--- src/rtl/kovacs_pkg.sv ---
// Shared phase encodings and indicator levels for the Kovacs feedback scheduler,
// also consumed by the datapath and the software register map.
package kovacs_pkg;

  localparam logic [1:0] PH_FREE = 2'd0;
  localparam logic [1:0] PH_RESC = 2'd1;
  localparam logic [1:0] PH_ZERO = 2'd2;
  localparam logic [1:0] PH_IDLE = 2'd3;

  localparam logic [13:0] IND_FREE = 14'd8191;
  localparam logic [13:0] IND_RESC = 14'd4096;
  localparam logic [13:0] IND_ZERO = 14'd0;

  typedef struct packed {
    logic [13:0] data;
    logic [13:0] ind;
  } out_t;

  // ZERO and IDLE both drive the quiet level on data and indicator.
  function automatic out_t phase_out(input logic [1:0] ph, input logic [13:0] d,
                                     input logic [13:0] dr);
    out_t o;
    case (ph)
      PH_FREE: o = '{data: d,  ind: IND_FREE};
      PH_RESC: o = '{data: dr, ind: IND_RESC};
      default: o = '{data: '0, ind: IND_ZERO};
    endcase
    return o;
  endfunction

endpackage

--- src/rtl/kovacs_scheduler_if.sv ---
// Control, sample and status bundle between the scheduler and its host.
interface kovacs_scheduler_if #(
  parameter int CNT_W = 32,
  parameter int REP_W = 16
);
  logic             start_i;
  logic             abort_i;
  logic [CNT_W-1:0] T_free_i;
  logic [CNT_W-1:0] T_zero_i;
  logic [CNT_W-1:0] T_resc_i;
  logic [REP_W-1:0] n_cycles_i;
  logic [15:0]      data_i;
  logic [15:0]      data_rescaled_i;
  logic [13:0]      data_o;
  logic [13:0]      indicator_o;
  logic [1:0]       phase_o;
  logic             busy_o;
  logic             done_o;
  logic [REP_W-1:0] cycle_count_o;

  modport master (
    output start_i, abort_i, T_free_i, T_zero_i, T_resc_i, n_cycles_i, data_i, data_rescaled_i,
    input  data_o, indicator_o, phase_o, busy_o, done_o, cycle_count_o
  );
  modport slave (
    input  start_i, abort_i, T_free_i, T_zero_i, T_resc_i, n_cycles_i, data_i, data_rescaled_i,
    output data_o, indicator_o, phase_o, busy_o, done_o, cycle_count_o
  );
endinterface

--- src/rtl/kovacs_phase_timer.sv ---
// Phase duration counter: counts 0..T while enabled and flags the last cycle.
module kovacs_phase_timer #(
  parameter int CNT_W = 32
) (
  input  logic             clk_i,
  input  logic             rst_ni,
  input  logic             clr_i,
  input  logic             en_i,
  input  logic [CNT_W-1:0] t_i,
  output logic             last_o
);
  logic [CNT_W-1:0] cnt_q;

  // Cleared on every phase change, so it never counts past T (no overflow at all-ones).
  always_ff @(posedge clk_i or negedge rst_ni) begin
    if (!rst_ni)     cnt_q <= '0;
    else if (clr_i)  cnt_q <= '0;
    else if (en_i)   cnt_q <= cnt_q + 1'b1;
  end

  assign last_o = en_i && (cnt_q == t_i);
endmodule

--- src/rtl/kovacs_scheduler.sv ---
// FREE -> ZERO -> RESCALED protocol sequencer with registered phase-selected output.
module kovacs_scheduler #(
  parameter int CNT_W = 32,
  parameter int REP_W = 16
) (
  input  logic              clk_i,
  input  logic              rst_ni,
  kovacs_scheduler_if.slave bus
);
  import kovacs_pkg::*;

  logic [1:0]       state_q, state_d;
  logic [CNT_W-1:0] tf_q, tf_d, tz_q, tz_d, tr_q, tr_d, t_cur;
  logic [REP_W-1:0] n_q, n_d, cyc_q, cyc_d, cyc_inc;
  logic             done_q, done_d, last, relatch;
  out_t             out_q, out_d;
  logic             unused_lsbs;

  assign unused_lsbs = ^{bus.data_i[1:0], bus.data_rescaled_i[1:0]};

  always_comb begin
    case (state_q)
      PH_FREE: t_cur = tf_q;
      PH_ZERO: t_cur = tz_q;
      default: t_cur = tr_q;
    endcase
  end

  kovacs_phase_timer #(.CNT_W(CNT_W)) u_timer (
    .clk_i  (clk_i),
    .rst_ni (rst_ni),
    .clr_i  (state_d != state_q),
    .en_i   (state_q != PH_IDLE),
    .t_i    (t_cur),
    .last_o (last)
  );

  assign cyc_inc = cyc_q + 1'b1;

  always_comb begin
    state_d = state_q;
    n_d     = n_q;
    cyc_d   = cyc_q;
    done_d  = 1'b0;
    relatch = 1'b0;
    // Abort wins over start and over phase completion; count is frozen.
    if (bus.abort_i) state_d = PH_IDLE;
    else begin
      case (state_q)
        PH_IDLE: if (bus.start_i) begin
          state_d = PH_FREE;
          relatch = 1'b1;
          n_d     = bus.n_cycles_i;
          cyc_d   = '0;
        end
        PH_FREE: if (last) state_d = PH_ZERO;
        PH_ZERO: if (last) state_d = PH_RESC;
        default: if (last) begin
          cyc_d = cyc_inc;
          if (n_q != '0 && cyc_inc == n_q) begin
            state_d = PH_IDLE;
            done_d  = 1'b1;
          end else begin
            state_d = PH_FREE;
            relatch = 1'b1;
          end
        end
      endcase
    end
    tf_d = relatch ? bus.T_free_i : tf_q;
    tz_d = relatch ? bus.T_zero_i : tz_q;
    tr_d = relatch ? bus.T_resc_i : tr_q;
  end

  assign out_d = phase_out(state_q, bus.data_i[15:2], bus.data_rescaled_i[15:2]);

  always_ff @(posedge clk_i or negedge rst_ni) begin
    if (!rst_ni) begin
      state_q <= PH_IDLE;
      tf_q    <= '0;
      tz_q    <= '0;
      tr_q    <= '0;
      n_q     <= '0;
      cyc_q   <= '0;
      done_q  <= 1'b0;
      out_q   <= '0;
    end else begin
      state_q <= state_d;
      tf_q    <= tf_d;
      tz_q    <= tz_d;
      tr_q    <= tr_d;
      n_q     <= n_d;
      cyc_q   <= cyc_d;
      done_q  <= done_d;
      out_q   <= out_d;
    end
  end

  assign bus.phase_o       = state_q;
  assign bus.busy_o        = (state_q != PH_IDLE);
  assign bus.done_o        = done_q;
  assign bus.cycle_count_o = cyc_q;
  assign bus.data_o        = out_q.data;
  assign bus.indicator_o   = out_q.ind;
endmodule

--- src/flat_wrapper.sv ---
// flat-port wrapper written by rule: the top's interface ports become plain ports
module kovacs_scheduler_flat import kovacs_pkg::*;
#(
  parameter int CNT_W = 32,
  parameter int REP_W = 16
)
  (clk_i, rst_ni, bus_start_i, bus_abort_i, bus_T_free_i, bus_T_zero_i, bus_T_resc_i, bus_n_cycles_i, bus_data_i, bus_data_rescaled_i, bus_data_o, bus_indicator_o, bus_phase_o, bus_busy_o, bus_done_o, bus_cycle_count_o);
  kovacs_scheduler_if #(.CNT_W(CNT_W), .REP_W(REP_W)) bus_i ();
  input  logic clk_i;
  input  logic rst_ni;
  input wire logic [$bits(bus_i.start_i)-1:0] bus_start_i;
  input wire logic [$bits(bus_i.abort_i)-1:0] bus_abort_i;
  input wire logic [$bits(bus_i.T_free_i)-1:0] bus_T_free_i;
  input wire logic [$bits(bus_i.T_zero_i)-1:0] bus_T_zero_i;
  input wire logic [$bits(bus_i.T_resc_i)-1:0] bus_T_resc_i;
  input wire logic [$bits(bus_i.n_cycles_i)-1:0] bus_n_cycles_i;
  input wire logic [$bits(bus_i.data_i)-1:0] bus_data_i;
  input wire logic [$bits(bus_i.data_rescaled_i)-1:0] bus_data_rescaled_i;
  output wire logic [$bits(bus_i.data_o)-1:0] bus_data_o;
  output wire logic [$bits(bus_i.indicator_o)-1:0] bus_indicator_o;
  output wire logic [$bits(bus_i.phase_o)-1:0] bus_phase_o;
  output wire logic [$bits(bus_i.busy_o)-1:0] bus_busy_o;
  output wire logic [$bits(bus_i.done_o)-1:0] bus_done_o;
  output wire logic [$bits(bus_i.cycle_count_o)-1:0] bus_cycle_count_o;
  assign bus_i.start_i = bus_start_i;
  assign bus_i.abort_i = bus_abort_i;
  assign bus_i.T_free_i = bus_T_free_i;
  assign bus_i.T_zero_i = bus_T_zero_i;
  assign bus_i.T_resc_i = bus_T_resc_i;
  assign bus_i.n_cycles_i = bus_n_cycles_i;
  assign bus_i.data_i = bus_data_i;
  assign bus_i.data_rescaled_i = bus_data_rescaled_i;
  assign bus_data_o = bus_i.data_o;
  assign bus_indicator_o = bus_i.indicator_o;
  assign bus_phase_o = bus_i.phase_o;
  assign bus_busy_o = bus_i.busy_o;
  assign bus_done_o = bus_i.done_o;
  assign bus_cycle_count_o = bus_i.cycle_count_o;
  kovacs_scheduler #(.CNT_W(CNT_W), .REP_W(REP_W)) u_core (.clk_i(clk_i), .rst_ni(rst_ni), .bus(bus_i));
endmodule
--- config.mk ---
export PLATFORM = sky130hd
export DESIGN_NAME = kovacs_scheduler_flat
export DESIGN_NICKNAME = d
export VERILOG_FILES = /design/src/rtl/kovacs_pkg.sv /design/src/rtl/kovacs_scheduler_if.sv /design/src/rtl/kovacs_phase_timer.sv /design/src/rtl/kovacs_scheduler.sv /design/src/flat_wrapper.sv
export SDC_FILE = /design/constraint.sdc
export NUM_CORES = 1
export LEC_CHECK = 0
export ABC_AREA = 1
export CORE_MARGIN = 2
export CORE_UTILIZATION = 45
export CTS_CLUSTER_SIZE = 40
export DETAILED_ROUTE_END_ITERATION = 8
export HOLD_SLACK_MARGIN = 0.03
export PLACE_DENSITY = 0.71
export SETUP_SLACK_MARGIN = 0.5
export SLEW_MARGIN = 5
export SYNTH_ARGS = -nofsm -noshare
export SYNTH_HDL_FRONTEND = slang
export SYNTH_SLANG_ARGS = --single-unit
--- constraint.sdc ---
create_clock -name clk_i -period 3.62 [get_ports clk_i]
set_clock_uncertainty 0.15 [all_clocks]
set_input_delay 0.362 -clock clk_i [delete_from_list [all_inputs] [get_ports clk_i]]
set_output_delay 0.362 -clock clk_i [all_outputs]
set_load 0.005 [all_outputs]
## After elaboration in Yosys (flattened, before gate mapping)

Index checks and enable logic that the tools add are counted.

| cells by class | value |
|---|---|
| $add $sub $neg | 2 |
| equality and inequality tests | 8 |
| multiplexer cells | 23 |
| bitwise gates (word level) | 2 |
| reductions and logical operators | 10 |

Operator list:

| kind | number |
|---|---|
| $mux 32 | 2 |
| $pmux 32 s2 | 1 |
| $pmux 28 s2 | 1 |
| $add 32x1->32 const B | 1 |
| $eq 32x32->1 | 1 |
| $mux 16 | 2 |
| $pmux 16 s2 | 1 |
| $add 16x1->16 const B | 1 |
| $eq 16x16->1 | 1 |
| $reduce_bool 16->1 | 1 |
| $mux 2 | 6 |
| $mux 1 | 8 |
| $pmux 2 s3 | 1 |
| $eq 2x2->1 const B | 2 |
| $ne 2x2->1 const B | 2 |
| $reduce_and 4->1 | 1 |
| $reduce_bool 2->1 | 2 |
| $reduce_and 3->1 | 1 |
| $reduce_or 3->1 | 1 |
| $eq 2x1->1 const B | 1 |
| $logic_and 1x1->1 | 2 |
| $logic_not 2->1 | 1 |
| $ne 2x2->1 | 1 |
| $not 1->1 | 2 |
| 2 further kinds | 2 |

| word-level totals | value |
|---|---|
| register bits | 191 |
| bits of input ports | 148 |

## Longest topological paths before layout

| depth | value |
|---|---|
| depth after elaboration | 9 |
| gate-level depth with buffers | 22 |
| mapped depth without buffers | 20 |

## Cells and area by module

A second synthesis with hierarchy kept.

| second synthesis, totals | value |
|---|---|
| cell total of the unflattened synthesis | 1,309 |
| area total of the unflattened synthesis | 9,649.3 um2 |

By module, submodules not included:

| module | times used | cells each | area an instance (um2) | seq. area each (um2) |
|---|---|---|---|---|
| kovacs_scheduler | 1 | 921 | 7,224.4 | 3,681.0 |
| kovacs_phase_timer | 1 | 388 | 2,424.8 | 800.8 |

## Worst setup path after synthesis

OpenSTA, ideal clock, no wires.

| path | value |
|---|---|
| path type | register to register |
| start | reg u_core.state_q[1] (netlist: u_core.bus.phase_o[1]) |
| end | reg u_core.u_timer.cnt_q[1] |
| library setup time | 0.128 ns |
| arrival | 2.282 ns |
| required time | 3.342 ns |
| setup slack | 1.061 ns |
| stages on the path, launching flop included | 23 |
| clock period less this slack | 2.559 ns |
| path through | dfstp_2 buf_6 inv_4 nor2_8 buf_6 nand2_1 nand3_1 nand2_1 nand2_1 nand2_1 nor2_1 nand2_1 nor2_2 nand2_2 inv_2 nand2_2 nand2_4 nand2_2 nand2_1 nand2_2 nand2_4 buf_12 nor2_4 |

| between the ends | value |
|---|---|
| cells in the longest elaborated chain, start to end | 9 |

RTL lines:

| item | line | RTL |
|---|---|---|
| start: declaration | kovacs_scheduler.sv:12 | `logic [1:0] state_q, state_d;` |
| start signal: assignment | kovacs_scheduler.sv:88 | `state_q <= state_d;` |
| $eq 2x2->1 or $logic_not 2->1 (tied branches) | kovacs_scheduler.sv:22, kovacs_scheduler.sv:49 |  |
| $pmux 32 s2 | kovacs_scheduler.sv:22 | `case (state_q)` |
| $eq 32x32->1 | kovacs_phase_timer.sv:21 | `assign last_o = en_i && (cnt_q == t_i);` |
| $logic_and 1x1->1 | kovacs_phase_timer.sv:21 |  |
| $mux 2 (on tied branches) | kovacs_scheduler.sv:58, kovacs_scheduler.sv:56, kovacs_scheduler.sv:57 |  |
| $pmux 2 s3 (*) | kovacs_scheduler.sv:49 | `case (state_q)` |
| $mux 2 (*) | kovacs_scheduler.sv:47 | `if (bus.abort_i) state_d = PH_IDLE;` |
| via u_core.state_d[0] | kovacs_scheduler.sv:12 |  |
| $ne 2x2->1 (*) | kovacs_scheduler.sv:32 | `.clr_i (state_d != state_q),` |
| $mux 32 or $reduce_bool 2->1 (tied branches) | n/a |  |
| end signal: assignment | kovacs_phase_timer.sv:18 | `else if (en_i) cnt_q <= cnt_q + 1'b1;` |
| end: declaration | kovacs_phase_timer.sv:12 | `logic [CNT_W-1:0] cnt_q;` |

The timed path passes the listed nets; every way through them passes the cells marked *.
A chain may end at the register's enable or synchronous reset.

## Final worst setup path

| path | value |
|---|---|
| start | reg u_core.state_q[1] (netlist: u_core.bus.phase_o[1]) |
| end | reg u_core.tz_q[18] |

| between the ends | value |
|---|---|
| cells in the longest elaborated chain, start to end | 7 |

RTL lines:

| item | line | RTL |
|---|---|---|
| $eq 2x2->1 or $logic_not 2->1 (tied branches) | kovacs_scheduler.sv:22, kovacs_scheduler.sv:49 |  |
| $pmux 32 s2 | kovacs_scheduler.sv:22 |  |
| $eq 32x32->1 | kovacs_phase_timer.sv:21 |  |
| $logic_and 1x1->1 | kovacs_phase_timer.sv:21 |  |
| $mux 1 | kovacs_scheduler.sv:58 | `default: if (last) begin` |
| $pmux 1 s2 (*) | kovacs_scheduler.sv:49 |  |
| $mux 1 (*) | kovacs_scheduler.sv:47 |  |
| end signal: assignment | kovacs_scheduler.sv:90 | `tz_q <= tz_d;` |
| end: declaration | kovacs_scheduler.sv:13 | `logic [CNT_W-1:0] tf_q, tf_d, tz_q, tz_d, tr_q, tr_d, t_cur;` |

Every way passes the cells marked *; elsewhere a longest branch is shown, timed or not.

==> impl_metrics.json <==
{
  "status": "complete, no violations",
  "cts_buffers": 17,
  "port_buffers": 190,
  "cp_top_family": "simple AND/OR/NAND/NOR gates",
  "grt.overflow.total": 0,
  "p_leak_nw": 5.83,
  "path_class": "register to register",
  "grt_pass1_vias": 8503,
  "maxSlewViolCount": 0,
  "met2_usage_pct": 37.5,
  "hold_class": "register to register",
  "grt_pass1_wl_mm": 41.6,
  "drt_first_pass_iters": 5,
  "initial_utilization_pct": 45.5,
  "required_ps": 3830,
  "synth_edf_count": 0,
  "antenna_cells": 0,
  "die_w_um": 152,
  "met3_usage_pct": 3.53,
  "top_usage_layer": "met2",
  "finalPower_mw": 6.28,
  "use_met1_pct": 31.2,
  "final_nets": 1585,
  "worst_r2r_path_depth": 19,
  "worst-path-buf-inv": 5,
  "drc": 0,
  "path_cells": "inv_4, nor2_8, buf_12, nand2_1, nand3_1, nand2_1, nand2_1, nand3_1, nor2_1, nand2_1, nor2_4, nand2_2, inv_2, nand2_2, nand2_4, buf_12, buf_16, nand3_1, nand2_1",
  "r2r_slack_ps": 660,
  "synthCells": 1257,
  "dpl.cell_count": 1678,
  "gp_congestion": 0.861,
  "grt_util_all_layers_pct": 23.0,
  "fmax_mhz": 338,
  "synth.distinct_cells": 39,
  "cts_max_level": 4,
  "io_pins": 196,
  "dieHeight_um": 152,
  "hold_path_end": "u_core.tz_q[28]",
  "antenna_found_initial": 0,
  "critPathMaxStageDelay_ps": 640,
  "arrival_ps": 3170,
  "cts_buffer_depth": 2,
  "dp_hpwl_mm": 18.9,
  "syn_to_final_growth_pct": 29.7,
  "tns_ps": 0,
  "core_area_um2": 21600,
  "setup_viol": 0,
  "nFillCells": 1974,
  "synthArstFlopShare_pct": 100,
  "syn_nets": 1407,
  "layout-drive-gt1-share_pct": 9.81,
  "hold_depth": 2,
  "num_vias": 9024,
  "netlist_area_um2": 9830,
  "vias_per_cell": 5.23,
  "ys_ff_latch": 179,
  "vdd_drop_max_mv": 0.273,
  "yosysWarnings": 0,
  "drtIter0Drc": 519,
  "synth_flop_cell": "dfrtp_1",
  "hold_viol_final": 0,
  "rr_endpoint": "u_core.tz_q[18]",
  "critPathMaxFanout": 75,
  "end_kind": "register",
  "instances_no_fill": 1727,
  "hp-start": "u_core.tz_q[28]",
  "tightest_slew_ps": 784,
  "die-area_um2": 23000,
  "clk_latency_ps": 430,
  "syn-mean-instance-area_um2": 7.82,
  "ys_seq_area_share_pct": 45.6,
  "wirelength_mm": 26.4,
  "ant_nets": 0,
  "rsz0062_at_grt": "yes",
  "power_density_nw_per_um2": 493,
  "cts_root_buffer": "clkbuf_16",
  "final.min_clock_period_ps": 2960,
  "drv_cap": 0,
  "cts_num_sinks": 179,
  "cts_tree": "yes",
  "grt_start_max_net_pins": 98,
  "timing.critical_path.mode_cell": "nand2_1",
  "cp-start-kind": "register",
  "fin_crit_sh_pct": 81.7,
  "crit_slowest_cell": "dfstp_2",
  "max_slew_margin_pct": 47.8,
  "r2r_start": "u_core.bus.phase_o[1]",
  "num_rows": 54,
  "avgRoutedWirePerCell_um": 15.3,
  "cts.clk_slew.worst_paths_ps": 70
}
==> registers in the layout, summed over array words and instances (netlist names) <==
name,cells
u_core.bus.indicator_o,2
u_core.tr_q,32
u_core.bus.phase_o,2
u_core.u_timer.cnt_q,32
u_core.bus.cycle_count_o,16
u_core.n_q,16
u_core.tf_q,32
u_core.tz_q,32
u_core.bus.done_o,1
u_core.bus.data_o,14
==> worst max path at each step <==
stage                     startpoint                          end  slack [ps]  cells after the start
5_1_grt        u_core.bus.phase_o[0]  u_core.bus.cycle_count_o[0]         430                     17
2_1_floorplan  u_core.bus.phase_o[1]      u_core.u_timer.cnt_q[1]        1060                     22
6_report       u_core.bus.phase_o[1]              u_core.tz_q[18]         660                     19
3_5_place_dp   u_core.bus.phase_o[0]  u_core.bus.cycle_count_o[3]         310                     16
3_3_place_gp   u_core.bus.phase_o[0]  u_core.bus.cycle_count_o[3]         360                     15
4_1_cts        u_core.bus.phase_o[0]      u_core.u_timer.cnt_q[0]         510                     20
==> synthesized netlist by cell type (5+ instances only) <==
cell type / n / area [µm²]
dfrtp_1: 177 / 4430
clkbuf_1: 18 / 67.6
mux2_2: 6 / 67.6
buf_4: 16 / 120
nor2_4: 31 / 349
inv_1: 78 / 293
nand4_1: 48 / 300
o31ai_1: 14 / 105
a22o_1: 14 / 123
nand3_1: 182 / 911
o21ai_0: 15 / 75.1
inv_2: 5 / 18.8
buf_2: 19 / 95.1
nand2_2: 7 / 43.8
a21oi_1: 12 / 60.1
nor2_1: 70 / 263
buf_6: 11 / 124
nor3_1: 10 / 50.1
xor2_1: 22 / 193
nand2_1: 463 / 1740
==> metrics by stage <==
stage	hold WS (ps)	setup WS (ps)	area (µm²)	util (%)
after CTS	327	506	12500	57.6
after detailed placement	309	309	11800	54.7
after global routing	338	429	12700	58.9
after global placement	305	360	11800	54.7
after floorplan	-83.6	1060	9830	-
final	324	661	12700	58.9
==> placed cells by master, fill, tap and decap left out, drive strengths merged, types with 2 or more instances in the layout <==
cell type	n
nand2	473
clkdlybuf4s50	189
nand3	184
dfrtp	177
nor2	105
inv	91
nand4	48
buf	33
xor2	22
clkbuf	20
o21ai	18
o31ai	14
a22o	14
a21oi	12
nor3	12
mux2	6
nor4	4
nand3b	4
o21bai	3
clkinvlp	3
clkinv	3
ha	2
dfstp	2
==> layout make-up <==
| cell class | count | area [µm²] | area share [%] |
|---|---|---|---|
| Inverter | 84 | 320 | 2.51 |
| Clock buffer | 17 | 425 | 3.34 |
| Timing Repair Buffer | 226 | 2390 | 18.8 |
| Clock inverter | 14 | 146 | 1.15 |
| Tap cell | 280 | 350 | 2.75 |
| Sequential cell | 179 | 4490 | 35.2 |
| Multi-Input combinational cell | 927 | 4620 | 36.3 |
==> worst register-to-register path, cell delays in order (launching register included) <==
cell	delay [ps]
dfstp_2	640
inv_4	80
nor2_8	140
buf_12	130
nand2_1	70
nand3_1	80
nand2_1	60
nand2_1	100
nand3_1	90
nor2_1	100
nand2_1	90
nor2_4	160
nand2_2	90
inv_2	90
nand2_2	70
nand2_4	100
buf_12	110
buf_16	220
nand3_1	230
nand2_1	100
==> kinds of logic after synthesis <==
logic type / Yosys count / synth area share, %
simple gates: 833 / 39.1
fa+ha+maj: 2 / 0.255
mux: 6 / 0.687
xor+xnor: 24 / 2.28
buf+inv: 151 / 7.98
flops: 179 / 45.6
compound gates: 61 / 4.07
other cells: 1 / 0.0382
==> repair_timing <==
item | 4_1_cts | 5_1_grt
pin swaps | 1 | 3
gates resized for setup | 1 | 26
hold buffers | 1 | 0
setup buffers | 3 | 10
endpoints found under the setup margin | 6 | 134
gates cloned | 0 | 4
hold endpoints to repair | 77 | 0
==> metal layers <==
layer  vias to the layer above  share of wire (%)
li1                       4445                  -
met1                      4208                 44
met2                       326                 47
met3                        45                6.2
met4                         0                2.2
met5                         -                  0
==> where the power goes <==
part,switching (mW),total (mW),internal [mW]
logic,0.972,1.76,0.790
registers,0.286,2.70,2.41
clock network,0.853,1.82,0.970
No activity file was read; power rests on OpenSTA's default activity.
